<file path="src/rtl/wb_arbiter_pkg.sv">
// Shared CPU package for the writeback arbiter.
// Holds the register-file geometry constants and the load-buffer entry type.
package wb_arbiter_pkg;

   localparam int REG_W      = 16;
   localparam int REG_ADDR_W = 3;
   localparam int NUM_REGS   = 8;

   // One buffered load result: destination register plus data.
   typedef struct packed {
      logic [REG_ADDR_W-1:0] rd;
      logic [REG_W-1:0]      data;
   } ld_entry_t;

endpackage

</file>
<file path="src/rtl/wb_arbiter_if.sv">
// Bus bundle for the writeback arbiter.
// master modport: the surrounding pipeline (drives ALU/load/issue inputs,
//                 observes the register-file write port and status).
// slave modport : the arbiter itself.
interface wb_arbiter_if;
   import wb_arbiter_pkg::*;

   logic                  alu_valid;
   logic [REG_ADDR_W-1:0] alu_rd;
   logic [REG_W-1:0]      alu_data;

   logic                  mem_valid;
   logic                  mem_ready;
   logic [REG_ADDR_W-1:0] mem_rd;
   logic [REG_W-1:0]      mem_data;

   logic                  issue_valid;
   logic [REG_ADDR_W-1:0] issue_rd;

   logic                  wen;
   logic [REG_ADDR_W-1:0] waddr;
   logic [REG_W-1:0]      wdata;
   logic [NUM_REGS-1:0]   busy;
   logic                  waw_err;

   modport master (
      output alu_valid, alu_rd, alu_data,
      output mem_valid, mem_rd, mem_data,
      output issue_valid, issue_rd,
      input  mem_ready, wen, waddr, wdata, busy, waw_err
   );

   modport slave (
      input  alu_valid, alu_rd, alu_data,
      input  mem_valid, mem_rd, mem_data,
      input  issue_valid, issue_rd,
      output mem_ready, wen, waddr, wdata, busy, waw_err
   );

endinterface

</file>
<file path="src/rtl/wb_fifo.sv">
// Load-result buffer for the writeback arbiter.
// Ports: clk, rst_n (async active-low), push/din (write), pop (read),
//        head (current oldest entry, valid when !empty), full, empty.
// A push while full is only honoured if a pop happens in the same cycle.
module wb_fifo
   import wb_arbiter_pkg::*;
#(
   parameter int DEPTH = 2
) (
   input  logic      clk,
   input  logic      rst_n,
   input  logic      push,
   input  logic      pop,
   input  ld_entry_t din,
   output ld_entry_t head,
   output logic      full,
   output logic      empty
);

   localparam int PTR_W = (DEPTH > 1) ? $clog2(DEPTH) : 1;
   localparam int CNT_W = PTR_W + 1;

   ld_entry_t        mem [DEPTH];
   logic [PTR_W-1:0] wr_ptr_reg;
   logic [PTR_W-1:0] rd_ptr_reg;
   logic [CNT_W-1:0] count_reg;
   logic             push_ok;
   logic             pop_ok;

   assign empty   = (count_reg == '0);
   assign full    = (count_reg == CNT_W'(DEPTH));
   assign pop_ok  = pop && !empty;
   assign push_ok = push && (!full || pop_ok);
   assign head    = mem[rd_ptr_reg];

   // DEPTH is a power of two, so pointer overflow is the modulo wrap.
   always_ff @(posedge clk or negedge rst_n) begin
      if (!rst_n) begin
         wr_ptr_reg <= '0;
         rd_ptr_reg <= '0;
         count_reg  <= '0;
      end else begin
         if (push_ok) wr_ptr_reg <= wr_ptr_reg + 1'b1;
         if (pop_ok)  rd_ptr_reg <= rd_ptr_reg + 1'b1;
         if (push_ok && !pop_ok)
            count_reg <= count_reg + 1'b1;
         else if (pop_ok && !push_ok)
            count_reg <= count_reg - 1'b1;
      end
   end

   // Storage needs no reset: entries are only visible through count_reg.
   always_ff @(posedge clk) begin
      if (push_ok) mem[wr_ptr_reg] <= din;
   end

endmodule

</file>
<file path="src/rtl/wb_arbiter.sv">
// Writeback arbiter: merges ALU results and buffered load results onto a
// single registered register-file write port, tracks pending loads in a
// per-register scoreboard and flags ALU writes to registers still awaiting
// a load (sticky waw_err).
// Ports: clk, rst_n (async active-low), bus (wb_arbiter_if.slave).
module wb_arbiter
   import wb_arbiter_pkg::*;
#(
   parameter int FIFO_DEPTH = 2
) (
   input  logic         clk,
   input  logic         rst_n,
   wb_arbiter_if.slave  bus
);

   logic      push;
   logic      pop;
   logic      full;
   logic      empty;
   ld_entry_t din;
   ld_entry_t head;

   logic                  wen_reg,     wen_next;
   logic [REG_ADDR_W-1:0] waddr_reg,   waddr_next;
   logic [REG_W-1:0]      wdata_reg,   wdata_next;
   logic [NUM_REGS-1:0]   busy_reg,    busy_next;
   logic                  waw_err_reg, waw_err_next;
   logic [NUM_REGS-1:0]   set_vec;
   logic [NUM_REGS-1:0]   clr_vec;

   assign bus.mem_ready = !full;
   assign push          = bus.mem_valid && !full;
   // The ALU has no backpressure, so loads only drain in ALU-idle cycles.
   assign pop           = !bus.alu_valid && !empty;
   assign din.rd        = bus.mem_rd;
   assign din.data      = bus.mem_data;

   wb_fifo #(
      .DEPTH (FIFO_DEPTH)
   ) u_fifo (
      .clk   (clk),
      .rst_n (rst_n),
      .push  (push),
      .pop   (pop),
      .din   (din),
      .head  (head),
      .full  (full),
      .empty (empty)
   );

   // Register 0 is never tracked.
   assign set_vec[0] = 1'b0;
   assign clr_vec[0] = 1'b0;
   generate
      for (genvar gi = 1; gi < NUM_REGS; gi++) begin : g_score
         assign set_vec[gi] = bus.issue_valid && (bus.issue_rd == REG_ADDR_W'(gi));
         assign clr_vec[gi] = pop && (head.rd == REG_ADDR_W'(gi));
      end
   endgenerate

   always_comb begin
      wen_next     = 1'b0;
      waddr_next   = waddr_reg;
      wdata_next   = wdata_reg;
      waw_err_next = waw_err_reg;
      if (bus.alu_valid) begin
         wen_next   = (bus.alu_rd != '0);
         waddr_next = bus.alu_rd;
         wdata_next = bus.alu_data;
         if ((bus.alu_rd != '0) && busy_reg[bus.alu_rd])
            waw_err_next = 1'b1;
      end else if (!empty) begin
         wen_next   = (head.rd != '0);
         waddr_next = head.rd;
         wdata_next = head.data;
      end
      // Clear first, then set, so a coinciding issue keeps the bit set.
      busy_next = (busy_reg & ~clr_vec) | set_vec;
   end

   always_ff @(posedge clk or negedge rst_n) begin
      if (!rst_n) begin
         wen_reg     <= 1'b0;
         waddr_reg   <= '0;
         wdata_reg   <= '0;
         busy_reg    <= '0;
         waw_err_reg <= 1'b0;
      end else begin
         wen_reg     <= wen_next;
         waddr_reg   <= waddr_next;
         wdata_reg   <= wdata_next;
         busy_reg    <= busy_next;
         waw_err_reg <= waw_err_next;
      end
   end

   assign bus.wen     = wen_reg;
   assign bus.waddr   = waddr_reg;
   assign bus.wdata   = wdata_reg;
   assign bus.busy    = busy_reg;
   assign bus.waw_err = waw_err_reg;

endmodule

</file>
<file path="src/flat_wrapper.sv">
// flat-port wrapper written by rule: the top's interface ports become plain ports
module wb_arbiter_flat import wb_arbiter_pkg::*;
#(
   parameter int FIFO_DEPTH = 2
)
  (clk, rst_n, bus_alu_valid, bus_alu_rd, bus_alu_data, bus_mem_valid, bus_mem_rd, bus_mem_data, bus_issue_valid, bus_issue_rd, bus_mem_ready, bus_wen, bus_waddr, bus_wdata, bus_busy, bus_waw_err);
  wb_arbiter_if bus_i ();
  input  logic clk;
  input  logic rst_n;
  input wire logic [$bits(bus_i.alu_valid)-1:0] bus_alu_valid;
  input wire logic [$bits(bus_i.alu_rd)-1:0] bus_alu_rd;
  input wire logic [$bits(bus_i.alu_data)-1:0] bus_alu_data;
  input wire logic [$bits(bus_i.mem_valid)-1:0] bus_mem_valid;
  input wire logic [$bits(bus_i.mem_rd)-1:0] bus_mem_rd;
  input wire logic [$bits(bus_i.mem_data)-1:0] bus_mem_data;
  input wire logic [$bits(bus_i.issue_valid)-1:0] bus_issue_valid;
  input wire logic [$bits(bus_i.issue_rd)-1:0] bus_issue_rd;
  output wire logic [$bits(bus_i.mem_ready)-1:0] bus_mem_ready;
  output wire logic [$bits(bus_i.wen)-1:0] bus_wen;
  output wire logic [$bits(bus_i.waddr)-1:0] bus_waddr;
  output wire logic [$bits(bus_i.wdata)-1:0] bus_wdata;
  output wire logic [$bits(bus_i.busy)-1:0] bus_busy;
  output wire logic [$bits(bus_i.waw_err)-1:0] bus_waw_err;
  assign bus_i.alu_valid = bus_alu_valid;
  assign bus_i.alu_rd = bus_alu_rd;
  assign bus_i.alu_data = bus_alu_data;
  assign bus_i.mem_valid = bus_mem_valid;
  assign bus_i.mem_rd = bus_mem_rd;
  assign bus_i.mem_data = bus_mem_data;
  assign bus_i.issue_valid = bus_issue_valid;
  assign bus_i.issue_rd = bus_issue_rd;
  assign bus_mem_ready = bus_i.mem_ready;
  assign bus_wen = bus_i.wen;
  assign bus_waddr = bus_i.waddr;
  assign bus_wdata = bus_i.wdata;
  assign bus_busy = bus_i.busy;
  assign bus_waw_err = bus_i.waw_err;
  wb_arbiter #(.FIFO_DEPTH(FIFO_DEPTH)) u_core (.clk(clk), .rst_n(rst_n), .bus(bus_i));
endmodule
</file>
<file path="config.mk">
export PLATFORM = sky130hd
export DESIGN_NAME = wb_arbiter_flat
export DESIGN_NICKNAME = d
export VERILOG_FILES = /design/src/rtl/wb_arbiter_pkg.sv /design/src/rtl/wb_arbiter_if.sv /design/src/rtl/wb_fifo.sv /design/src/rtl/wb_arbiter.sv /design/src/flat_wrapper.sv
export SDC_FILE = /design/constraint.sdc
export NUM_CORES = 1
export LEC_CHECK = 0
export BUFFER_PORTS_ARGS = -buffer_cell sky130_fd_sc_hd__buf_2
export CORE_MARGIN = 5
export CORE_UTILIZATION = 47
export DETAILED_ROUTE_END_ITERATION = 10
export PLACE_DENSITY = 0.72
export SLEW_MARGIN = 20
export SYNTH_ARGS = -nofsm -noshare
export SYNTH_HDL_FRONTEND = slang
export SYNTH_HIERARCHICAL = 1
export SYNTH_SLANG_ARGS = --single-unit
</file>
<file path="constraint.sdc">
create_clock -name clk -period 2.1 [get_ports clk]
set_input_delay 0 -clock clk [delete_from_list [all_inputs] [get_ports clk]]
set_output_delay 0 -clock clk [all_outputs]
set_load 0.005 [all_outputs]
</file>
Word level (Yosys, flattened, before mapping)
Memory sizes are Yosys's and may differ from the RTL's.
Index checks and enable logic that the tools add are counted.
{"block": "word_totals", "word_cells": 77, "memories": 1, "ram_bits": 38, "output_inout_bits": 30, "input_bits": 46, "reg_bits": 33}
{"block": "op_classes", "reduce_logical": 32, "eq_ne": 16, "bitwise": 3, "n_addsub": 4, "muxes": 12, "order_cmp": 1}
{"name": "u_core.u_fifo.mem", "words": 2, "width": 19, "read_ports": 1, "rd_ports_with_merged_regs": 0, "wr": 1, "line": "wb_fifo.sv:23", "text": "ld_entry_t mem [DEPTH];"}
{"cell": "$mux W16", "n": 2}
{"cell": "$eq A3 B3 Y1 const B", "n": 8}
{"cell": "$logic_and A1 B1 Y1", "n": 21}
{"cell": "$eq A3 B2 Y1 const B", "n": 4}
{"cell": "$and A8 B8 Y8", "n": 1}
{"cell": "$not A8 Y8", "n": 1}
{"cell": "$or A8 B8 Y8", "n": 1}
{"cell": "$eq A3 B1 Y1 const B", "n": 2}
{"cell": "$mux W3", "n": 2}
{"cell": "$reduce_bool A3 Y1", "n": 2}
{"cell": "$logic_not A1 Y1", "n": 5}
{"cell": "$mux W1", "n": 5}
{"cell": "$lt A3 B4 Y1 const B", "n": 1}
{"cell": "$mux W2", "n": 2}
{"cell": "$bmux W1 S3", "n": 1}
{"cell": "$add A1 B1 Y1 const B", "n": 2}
{"cell": "$add A2 B1 Y2 const B", "n": 1}
{"cell": "$eq A2 B2 Y1 const B", "n": 1}
{"cell": "$logic_not A2 Y1", "n": 1}
{"cell": "$ne A2 B2 Y1 const B", "n": 1}
{"cell": "$reduce_and A2 Y1", "n": 1}
{"cell": "$reduce_bool A2 Y1", "n": 1}
{"cell": "$sub A2 B1 Y2 const B", "n": 1}
{"cell": "$logic_or A1 B1 Y1", "n": 1}

Longest topological paths before layout
Gate-level depths: netlist of run 1.
{"block": "depth", "depth_word": 10, "depth_mapped": 9, "ltp_nobuf": 9}

By module
Netlist of run 1, hierarchy kept.
{"module": "wb_fifo", "seq_area_each_um2": 1241.2, "instances": 1, "cells_each": 79, "area_each_um2": 1582.8}
{"module": "wb_arbiter", "seq_area_each_um2": 700.7, "instances": 1, "cells_each": 134, "area_each_um2": 1356.3}

Least setup slack after synthesis of run 1
No wires, ideal clock.
{"block": "synth_timing", "kind": "register to register", "start": "register u_core.u_fifo.count_reg[1]", "end": "memory u_core/u_fifo/mem[0][0] in the netlist's numbering, enable pin", "setup_ns": 0.395, "path_slack_ns": -0.118, "required_ns": 1.705, "path_stages_with_launch": 6, "arrival_time_ns": 1.823, "period_less_slack_ns": 2.218, "path_buffers": 1, "path_cell_list": "dfrtp_1 > nor2_1 > buf_2 > nor2_1 > o21ai_2 > nor2_1"}
{"block": "synth_between", "elab_chain_len": 8, "elab_cells_between_ends": 11, "cone_classes": "eq/ne: 1; mux: 2; reduce/logical: 8"}
{"element": "from (decl)", "line": "wb_fifo.sv:26", "text": "logic [CNT_W-1:0] count_reg;"}
{"element": "from (signal assigned)", "line": "wb_fifo.sv:46", "text": "count_reg <= count_reg + 1'b1;"}
{"element": "from (signal assigned)", "line": "wb_fifo.sv:48", "text": "count_reg <= count_reg - 1'b1;"}
{"element": "$logic_not A2 Y1", "line": "wb_fifo.sv:30", "text": "assign empty = (count_reg == '0);"}
{"element": "via u_core.empty", "line": "wb_arbiter.sv:19", "text": "logic empty;"}
{"element": "$logic_not A1 Y1", "line": "wb_arbiter.sv:34", "text": "assign pop = !bus.alu_valid && !empty;"}
{"element": "$logic_and A1 B1 Y1", "line": "wb_arbiter.sv:34"}
{"element": "via u_core.pop", "line": "wb_arbiter.sv:17", "text": "logic pop;"}
{"element": "$logic_and A1 B1 Y1", "line": "wb_fifo.sv:32", "text": "assign pop_ok = pop && !empty;"}
{"element": "$logic_or A1 B1 Y1", "line": "wb_fifo.sv:33", "text": "assign push_ok = push && (!full || pop_ok);"}
{"element": "$logic_and A1 B1 Y1", "line": "wb_fifo.sv:33"}
{"element": "$mux W1", "line": "wb_fifo.sv:54", "text": "if (push_ok) mem[wr_ptr_reg] <= din;"}
{"element": "$mux W1 (implied by the code)", "line": "wb_fifo.sv:54"}
{"element": "to (decl)", "line": "wb_fifo.sv:23"}
The timed path passes the listed nets, and every way through them passes these cells.

Final worst setup path of run 1
{"block": "layout_timing", "start": "register u_core.u_fifo.count_reg[0]", "end": "register u_core.u_fifo.count_reg[1]"}
{"block": "layout_between", "elab_chain_len": 9, "elab_cells_between_ends": 18, "cone_classes": "add/sub: 2; eq/ne: 1; mux: 2; reduce/logical: 13"}
{"element": "$logic_not A2 Y1 *", "line": "wb_fifo.sv:30"}
{"element": "via u_core.empty", "line": "wb_arbiter.sv:19"}
{"element": "$logic_not A1 Y1 *", "line": "wb_arbiter.sv:34"}
{"element": "$logic_and A1 B1 Y1 *", "line": "wb_arbiter.sv:34"}
{"element": "via u_core.pop", "line": "wb_arbiter.sv:17"}
{"element": "$logic_and A1 B1 Y1 *", "line": "wb_fifo.sv:32"}
{"element": "$logic_or A1 B1 Y1", "line": "wb_fifo.sv:33"}
{"element": "$logic_and A1 B1 Y1", "line": "wb_fifo.sv:33"}
{"element": "$logic_not A1 Y1", "line": "wb_fifo.sv:47", "text": "else if (pop_ok && !push_ok)"}
{"element": "$logic_and A1 B1 Y1", "line": "wb_fifo.sv:47"}
{"element": "$reduce_bool A2 Y1 (no source line)"}
Mark *: on every way through the listed nets, which the timed path passes. The rest lies on a longest branch. The select of a mux whose other input is x is not followed.
A chain may end at the register's enable or synchronous reset.

==> flow_metrics.tcl, run 1 <==
set metrics [dict create \
    status "finished clean" \
    grt_overflow 0 \
    worstHoldPathType "in -> reg" \
    routed-wl-met3_um 463 \
    finalCritPeriodShare_pct 81.91 \
    hp-start "bus_issue_rd[2]" \
    rows 28 \
    synthCells 213 \
    start_kind "register" \
    initial_core_util_pct 49.06 \
    fin_tns_setup_ps 0 \
    finClkSkew_ps 8.816 \
    p_sw_share_pct 31.06 \
    yosysSeqAreaShare_pct 66.07 \
    fp.dieW_um 89.08 \
    grt_first_pass_wirelength_um 10730 \
    drive_above_1_share_pct 34.59 \
    p_leak_nw 1.719 \
    combPwrFrac_pct 33.6 \
    dpl-instance-area_um2 3420 \
    pwr-share-seq_pct 42.3 \
    post_cts_buffers 0 \
    drt.antenna.violating_nets 0 \
    relSlewSlack_pct 49.19 \
    synth_ff_type "edfxtp_1" \
    clkPwrFrac_pct 24.1 \
    htree_levels 3 \
    finalMaxSlewViolations 0 \
    rsz0062_at_grt "no" \
    grtUsageTotal_pct 18.24 \
    syn_nets 260 \
    fillCellCount 415 \
    powerDensity_nw_per_um2 1217 \
    p_int_mw 3.417 \
    hpwl_um 4120 \
    yosysUniqueCellTypes 31 \
    cts_buffers 9 \
    drc 0 \
    clockBufferDepth 2 \
    coreArea_um2 5991 \
    end_kind "register" \
    viasPerCell 4.955 \
    cts_hold_buf 43 \
    worst_slew_pin_slew_ps 762.1 \
    reg2reg_from "u_core/u_fifo/count_reg[0]" \
    period_minus_slack_ps 1720 \
    wl_met1_um 2750 \
    num_vias 2076 \
    drv_cap 0 \
    syn2layout_area_growth_pct 38.57 \
    antenna_found_initial 0 \
    wl_per_cell_um 15.47 \
    fin_nets 386 \
    wl_met2_um 3193 \
    cts_resized 0 \
    drt_wl_total_um 6484 \
    startpoint "u_core/u_fifo/count_reg[0]" \
    final_area_um2 4073 \
    ys_seq_elements 70 \
    seqCellArea_um2 1942 \
    crit_arrival_ps 1980 \
    grt_max_degree 33 \
    p_sw_mw 1.539 \
    max_freq_mhz 581.4 \
    drt-initial-drc-count 132 \
    top_layer_used "met4" \
    synthArstFlopShare_pct 45.71 \
    cp.required_ps 2360 \
    tritoncts "yes" \
    crit_type "reg -> reg" \
    die-height_um 89.08 \
    io_buffer_count 74 \
    multi_input_area_um2 942.2 \
    ioPinCount 76 \
    critical_path.max_fanout 5 \
    drtPass1Iterations 4 \
    largest_reg_flops 38 \
    synth_edf_count 38 \
    dieArea_um2 7935 \
    antennaDiodeCount 0 \
    finalHoldViolations 0 \
    netlist_area_um2 2939 \
    clkTransAtPathRegs_ps 70 \
    avgSynthCellArea_um2 13.80 \
    clock_sinks 70 \
    finalWeightedCongestion 0.7784 \
    grt_pass1_vias 2222 \
    ir_drop_v 0.0007690 \
    synth_warnings 6 \
    clock-root-buffer "clkbuf_8" \
    setup_viol 0 \
    clk_latency_ps 340 \
]
-- cell usage in the layout, fill, tap and decap left out --
cell / count
buf_4: 7
clkinv_2: 2
or3_1: 1
a221oi_2: 1
a21o_2: 1
nand3b_1: 1
xnor2_2: 1
conb_1: 1
buf_2: 74
mux2_4: 1
dfrtp_1: 32
or3b_4: 1
o21ai_1: 33
o21ai_2: 1
nor2_1: 2
o31ai_1: 4
clkinvlp_4: 2
mux2_2: 10
inv_2: 1
a21oi_1: 1
edfxtp_1: 38
mux2i_1: 19
dlygate4sd3_1: 43
clkbuf_8: 10
ha_1: 1
xor2_1: 2
nor2_2: 3
bufinv_16: 2
nor2b_1: 2
nand2_1: 24
mux2_1: 10
o31ai_2: 1
xnor2_1: 2
nand2b_1: 5
nand2b_4: 1
inv_1: 4
-- cells by family after synthesis --
logic type      synth area share (%)
flops                          66.07
compound gates                 8.344
mux                            14.64
simple gates                   6.514
buf+inv                        2.128
xor+xnor                       1.746
fa+ha+maj                     0.4256
other cells                   0.1276
-- power groups by stage --
stage,clock network [mW],registers [mW],logic [mW]
final,1.20,2.10,1.66
after global routing,1.28,2.15,1.85
after CTS,1.22,2.10,1.68
after detailed placement,0,2.12,1.61
after global placement,0,2.11,1.58
after floorplan,0,2.10,1.05
-- critical path, cell delays in order, from the launching register on --
cell and delay [ps]:
dfrtp_1 450, nor2_2 160, nor2_1 90, o21ai_2 260, inv_2 90, ha_1 200
xor2_1 140, nor2_1 120, xor2_1 150
-- final cells by class --
type                       count  share of cell area (%)
tap                           75                   2.304
multi-input combinational    129                   23.13
sequential                    70                   47.68
timing repair buffer         124                   20.95
clock inverter                 6                   2.089
clock buffer                  10                   3.379
inverter                       5                  0.4608
-- worst paths after layout --
check,depth (start not counted),slack (ps),end
setup / recovery,8,380,u_core/u_fifo/count_reg[1]
hold / removal,3,30,u_core/bus.busy[4]
setup reg to reg,8,380,u_core/u_fifo/count_reg[1]
hold reg to reg,2,470,u_core/bus.waw_err
max in group asynchronous,2,1340,u_core/bus.wdata[12]
min in group asynchronous,2,270,u_core/bus.waw_err
-- routing by layer --
metal	GRT usage [%]	up-vias
met3	4.608	7
met5	0	-
li1	-	1023
met4	6.089	0
met1	23.08	980
met2	30.68	66
-- synthesized netlist by cell type (2+ instances only) --
cell       n  share of area, %
mux2_2    10               3.8
nand2_1   24               3.1
clkbuf_1   3              0.38
o31ai_1    4               1.0
buf_2      5              0.85
nor2b_1    2              0.43
xor2_1     2              0.60
edfxtp_1  38                39
mux2i_1   19               6.5
o21ai_1   33               5.6
nor2_1     5              0.64
nand2b_1   5               1.1
xnor2_1    2              0.60
inv_1      4              0.51
dfrtp_1   32                27
mux2_1    10               3.8
-- through the flow --
step / utilization, % / power (mW) / instances / worst slack (ps) / hold slack (ps)
floorplan: - / 3.146 / 213 / -117.9 / -295.6
global placement: 57.08 / 3.689 / 360 / 473.4 / 115.3
detailed placement: 57.08 / 3.734 / 360 / 395.8 / 131.1
CTS: 67.98 / 4.992 / 419 / 362.7 / 0.3097
global route: 67.98 / 5.277 / 419 / 256.3 / 28.56
finish: 67.98 / 4.956 / 419 / 379.9 / 26.80
No activity file was read; power rests on OpenSTA's default activity.
==> inputs of run 2 (changes only) <==
- ABC_AREA: unset -> 1
- CORE_UTILIZATION: 47 -> 52
- PLACE_DENSITY: 0.72 -> 0.76
- clock period: 2.1 -> 1.66 ns (I/O delays scaled with it)
==> run 2 against run 1 <==
Clock skew is 3.9 ps lower. Register-to-register slack got worse by 280 ps. Global-route usage rose by 3.3 points. Count of clock-buffer cells in the layout unchanged.
==> flow_metrics.tcl, run 2 <==
set metrics [dict create \
    status "finished clean" \
    yosys.area_share.adder_pct 0.4250 \
    synth-xor-area-share_pct 0.2975 \
    critical_path.max_fanout 5 \
    layout_common_cells "nand2_1, buf_2, dlygate4sd3_1" \
    yosysUniqueCellTypes 25 \
    cp.required_ps 1890 \
    viasPerCell 4.929 \
    htree_levels 3 \
    p_leak_nw 1.918 \
    setup_ws_ps 99.52 \
    synth_common_cells "nand2_1, edfxtp_1, dfrtp_1, nand3_1, inv_1" \
    synthCells 303 \
    drt.antenna.violating_nets 0 \
    synthTopCellsByArea "edfxtp_1, dfrtp_1, nand2_1" \
    grt_pass1_vias 2500 \
    largest_reg_flops 38 \
    synth_compound_area_share_pct 3.230 \
    clk_latency_ps 340 \
    synth_top_cell_area_share_pct 38.76 \
    drive_above_1_share_pct 27.42 \
    finalCritPeriodShare_pct 94.00 \
    synthArstFlopShare_pct 45.71 \
    clockBufferDepth 2 \
    final_area_um2 4088 \
    hp-start "bus_alu_rd[0]" \
    setup_viol 0 \
    grt_overflow 0 \
    drtPass1Iterations 4 \
    finalHoldViolations 0 \
    drc 0 \
    dpl-instance-area_um2 3461 \
    fin_nets 476 \
    die-height_um 85.25 \
    clock_sinks 70 \
    netlist_area_um2 2944 \
    drt_wl_total_um 7373 \
    ioPinCount 76 \
    start_kind "register" \
    grt_max_degree 33 \
    crit_type "reg -> reg" \
    reg2reg_from "u_core/u_fifo/count_reg[0]" \
    fin_util_pct 74.23 \
    holdWs_ps 14.79 \
    finalMaxSlewViolations 0 \
    yosysSeqAreaShare_pct 65.96 \
    synth_ff_type "edfxtp_1" \
    whs_endpoint "u_core/bus.waddr[0]" \
    reg2reg_depth 13 \
    worstHoldPathType "in -> reg" \
    wl_per_cell_um 14.57 \
    coreArea_um2 5507 \
    cp_slowest_stage_delay_ps 450 \
    crit_slowest_cell "dfrtp_2" \
    rsz0062_at_grt "yes" \
    yosysTopAreaCell "edfxtp_1" \
    end_kind "register" \
    clkTransAtPathRegs_ps 70 \
    grtUsageTotal_pct 21.57 \
    cpLargestDelayFamily "simple AND/OR/NAND/NOR gates" \
    fp.dieW_um 85.25 \
    initial_core_util_pct 53.47 \
    reg2reg_slack_ps 100 \
    yosys.area_share.simple_pct 24.82 \
    timing.rr.end "u_core/u_fifo/count_reg[1]" \
    powerDensity_nw_per_um2 1498 \
    min_path_cells 3 \
    io_buffer_count 74 \
    cts_buffers 9 \
    synth_warnings 6 \
    antennaDiodeCount 0 \
    max_freq_mhz 640.8 \
    synth_top_family_by_area "simple AND/OR/NAND/NOR gates" \
    syn_nets 350 \
    antenna_found_initial 0 \
    finalWeightedCongestion 0.8572 \
    drt-initial-drc-count 164 \
    synth.most_common_cell "nand2_1" \
    worst_slew_pin_slew_ps 751.0 \
    avgSynthCellArea_um2 9.716 \
    rows 27 \
    hpwl_um 4477 \
    crit_buf_inv 5 \
    dieArea_um2 7267 \
    num_vias 2494 \
    clock-root-buffer "clkbuf_8" \
    cpMostUsedCell "inv_2" \
    syn2layout_area_growth_pct 38.84 \
    grt_first_pass_wirelength_um 11950 \
    relSlewSlack_pct 49.93 \
    dpl_worst_slack_ps 66.01 \
    synth_edf_count 38 \
    tritoncts "yes" \
    synth_mux_area_share_pct 0 \
    final_common_cell "nand2_1" \
    path_cells "nor2_4 -> inv_2 -> nand2_4 -> inv_4 -> inv_4 -> nand3_4 -> nand2_4 -> inv_2 -> ha_4 -> inv_2 -> nand3_1 -> nand2_1 -> nand2_1" \
    ys_seq_elements 70 \
    startpoint "u_core/u_fifo/count_reg[0]" \
    period_minus_slack_ps 1560 \
    ir_drop_v 0.0008592 \
    finClkSkew_ps 4.957 \
    drv_cap 0 \
    crit_arrival_ps 1790 \
]
==> run 2: cell types whose count changed in the layout (fill, tap and decap cells not counted), sizes merged, moves of 4 or more <==
cell,change
mux2i,-19
o31ai,-4
o21ai,-21
mux2,-21
inv,+19
nand2,+119
nand3,+25
nand2b,-6
==> run 2: final cells by class <==
| type | instances | area (um^2) |
|---|---|---|
| timing repair buffer | 124 | 875.8 |
| clock buffer | 10 | 137.6 |
| multi-input combinational | 199 | 898.4 |
| inverter | 25 | 102.6 |
| sequential | 70 | 1946 |
| fill | 385 | 1419 |
| clock inverter | 6 | 37.54 |
| tap | 72 | 90.09 |
==> run 2: timing repair <==
action | CTS | global route
resized for setup | 0 | 7
hold buffers | 42 | 0
endpoints found under the hold margin | 95 | 0
buffers inserted | 0 | 1
endpoints found under the setup margin | 0 | 2
==> run 2: worst min-delay path, stage by stage <==
cell	delay, ps
buf_2	140
nand2_1	90
o211ai_1	90
==> run 2: logic make-up after synthesis <==
family                     Yosys count
AOI/OAI and AO/OA                   17
xor gates and xnor gates             1
adders and majority gates            1
buffers and inverters               34
DFF                                 70
other                                1
and+or+nand+nor                    179
==> run 2: worst max-delay path by stage <==
| stage | endpoint | slack [ps] | depth (start not counted) |
|---|---|---|---|
| 2_1_floorplan | u_core/u_fifo/mem[0][0] | -50 | 9 |
| 3_3_place_gp | u_core/u_fifo/count_reg[1] | 110 | 13 |
| 3_5_place_dp | u_core/u_fifo/count_reg[1] | 70 | 13 |
| 4_1_cts | u_core/u_fifo/count_reg[1] | 40 | 13 |
| 5_1_grt | u_core/u_fifo/count_reg[1] | -10 | 13 |
| 6_report | u_core/u_fifo/count_reg[1] | 100 | 13 |
==> run 2: report_power, final <==
group / total (mW) / switching, mW / internal (mW) / leakage [nW]
sequential: 2.74 / 0.317 / 2.42 / 0.726
clock: 1.21 / 0.636 / 0.574 / 0.0857
combinational: 2.17 / 1.27 / 0.904 / 1.11
==> run 2: stage by stage <==
stage / TNS, ps / std cells / power, mW
6_report: 0 / 506 / 6.123
5_1_grt: -9.643 / 506 / 6.572
4_1_cts: 0 / 505 / 6.062
3_5_place_dp: 0 / 447 / 4.775
3_3_place_gp: 0 / 447 / 4.695
2_1_floorplan: -1146 / 303 / 3.948
==> run 2: per-layer routing <==
layer,vias to the layer above,GRT usage [%],wire length [um]
met5,-,0,0
met4,0,10.22,210
met2,93,38.91,3968
met1,1163,23.25,2718
li1,1221,-,-
met3,17,5.825,475
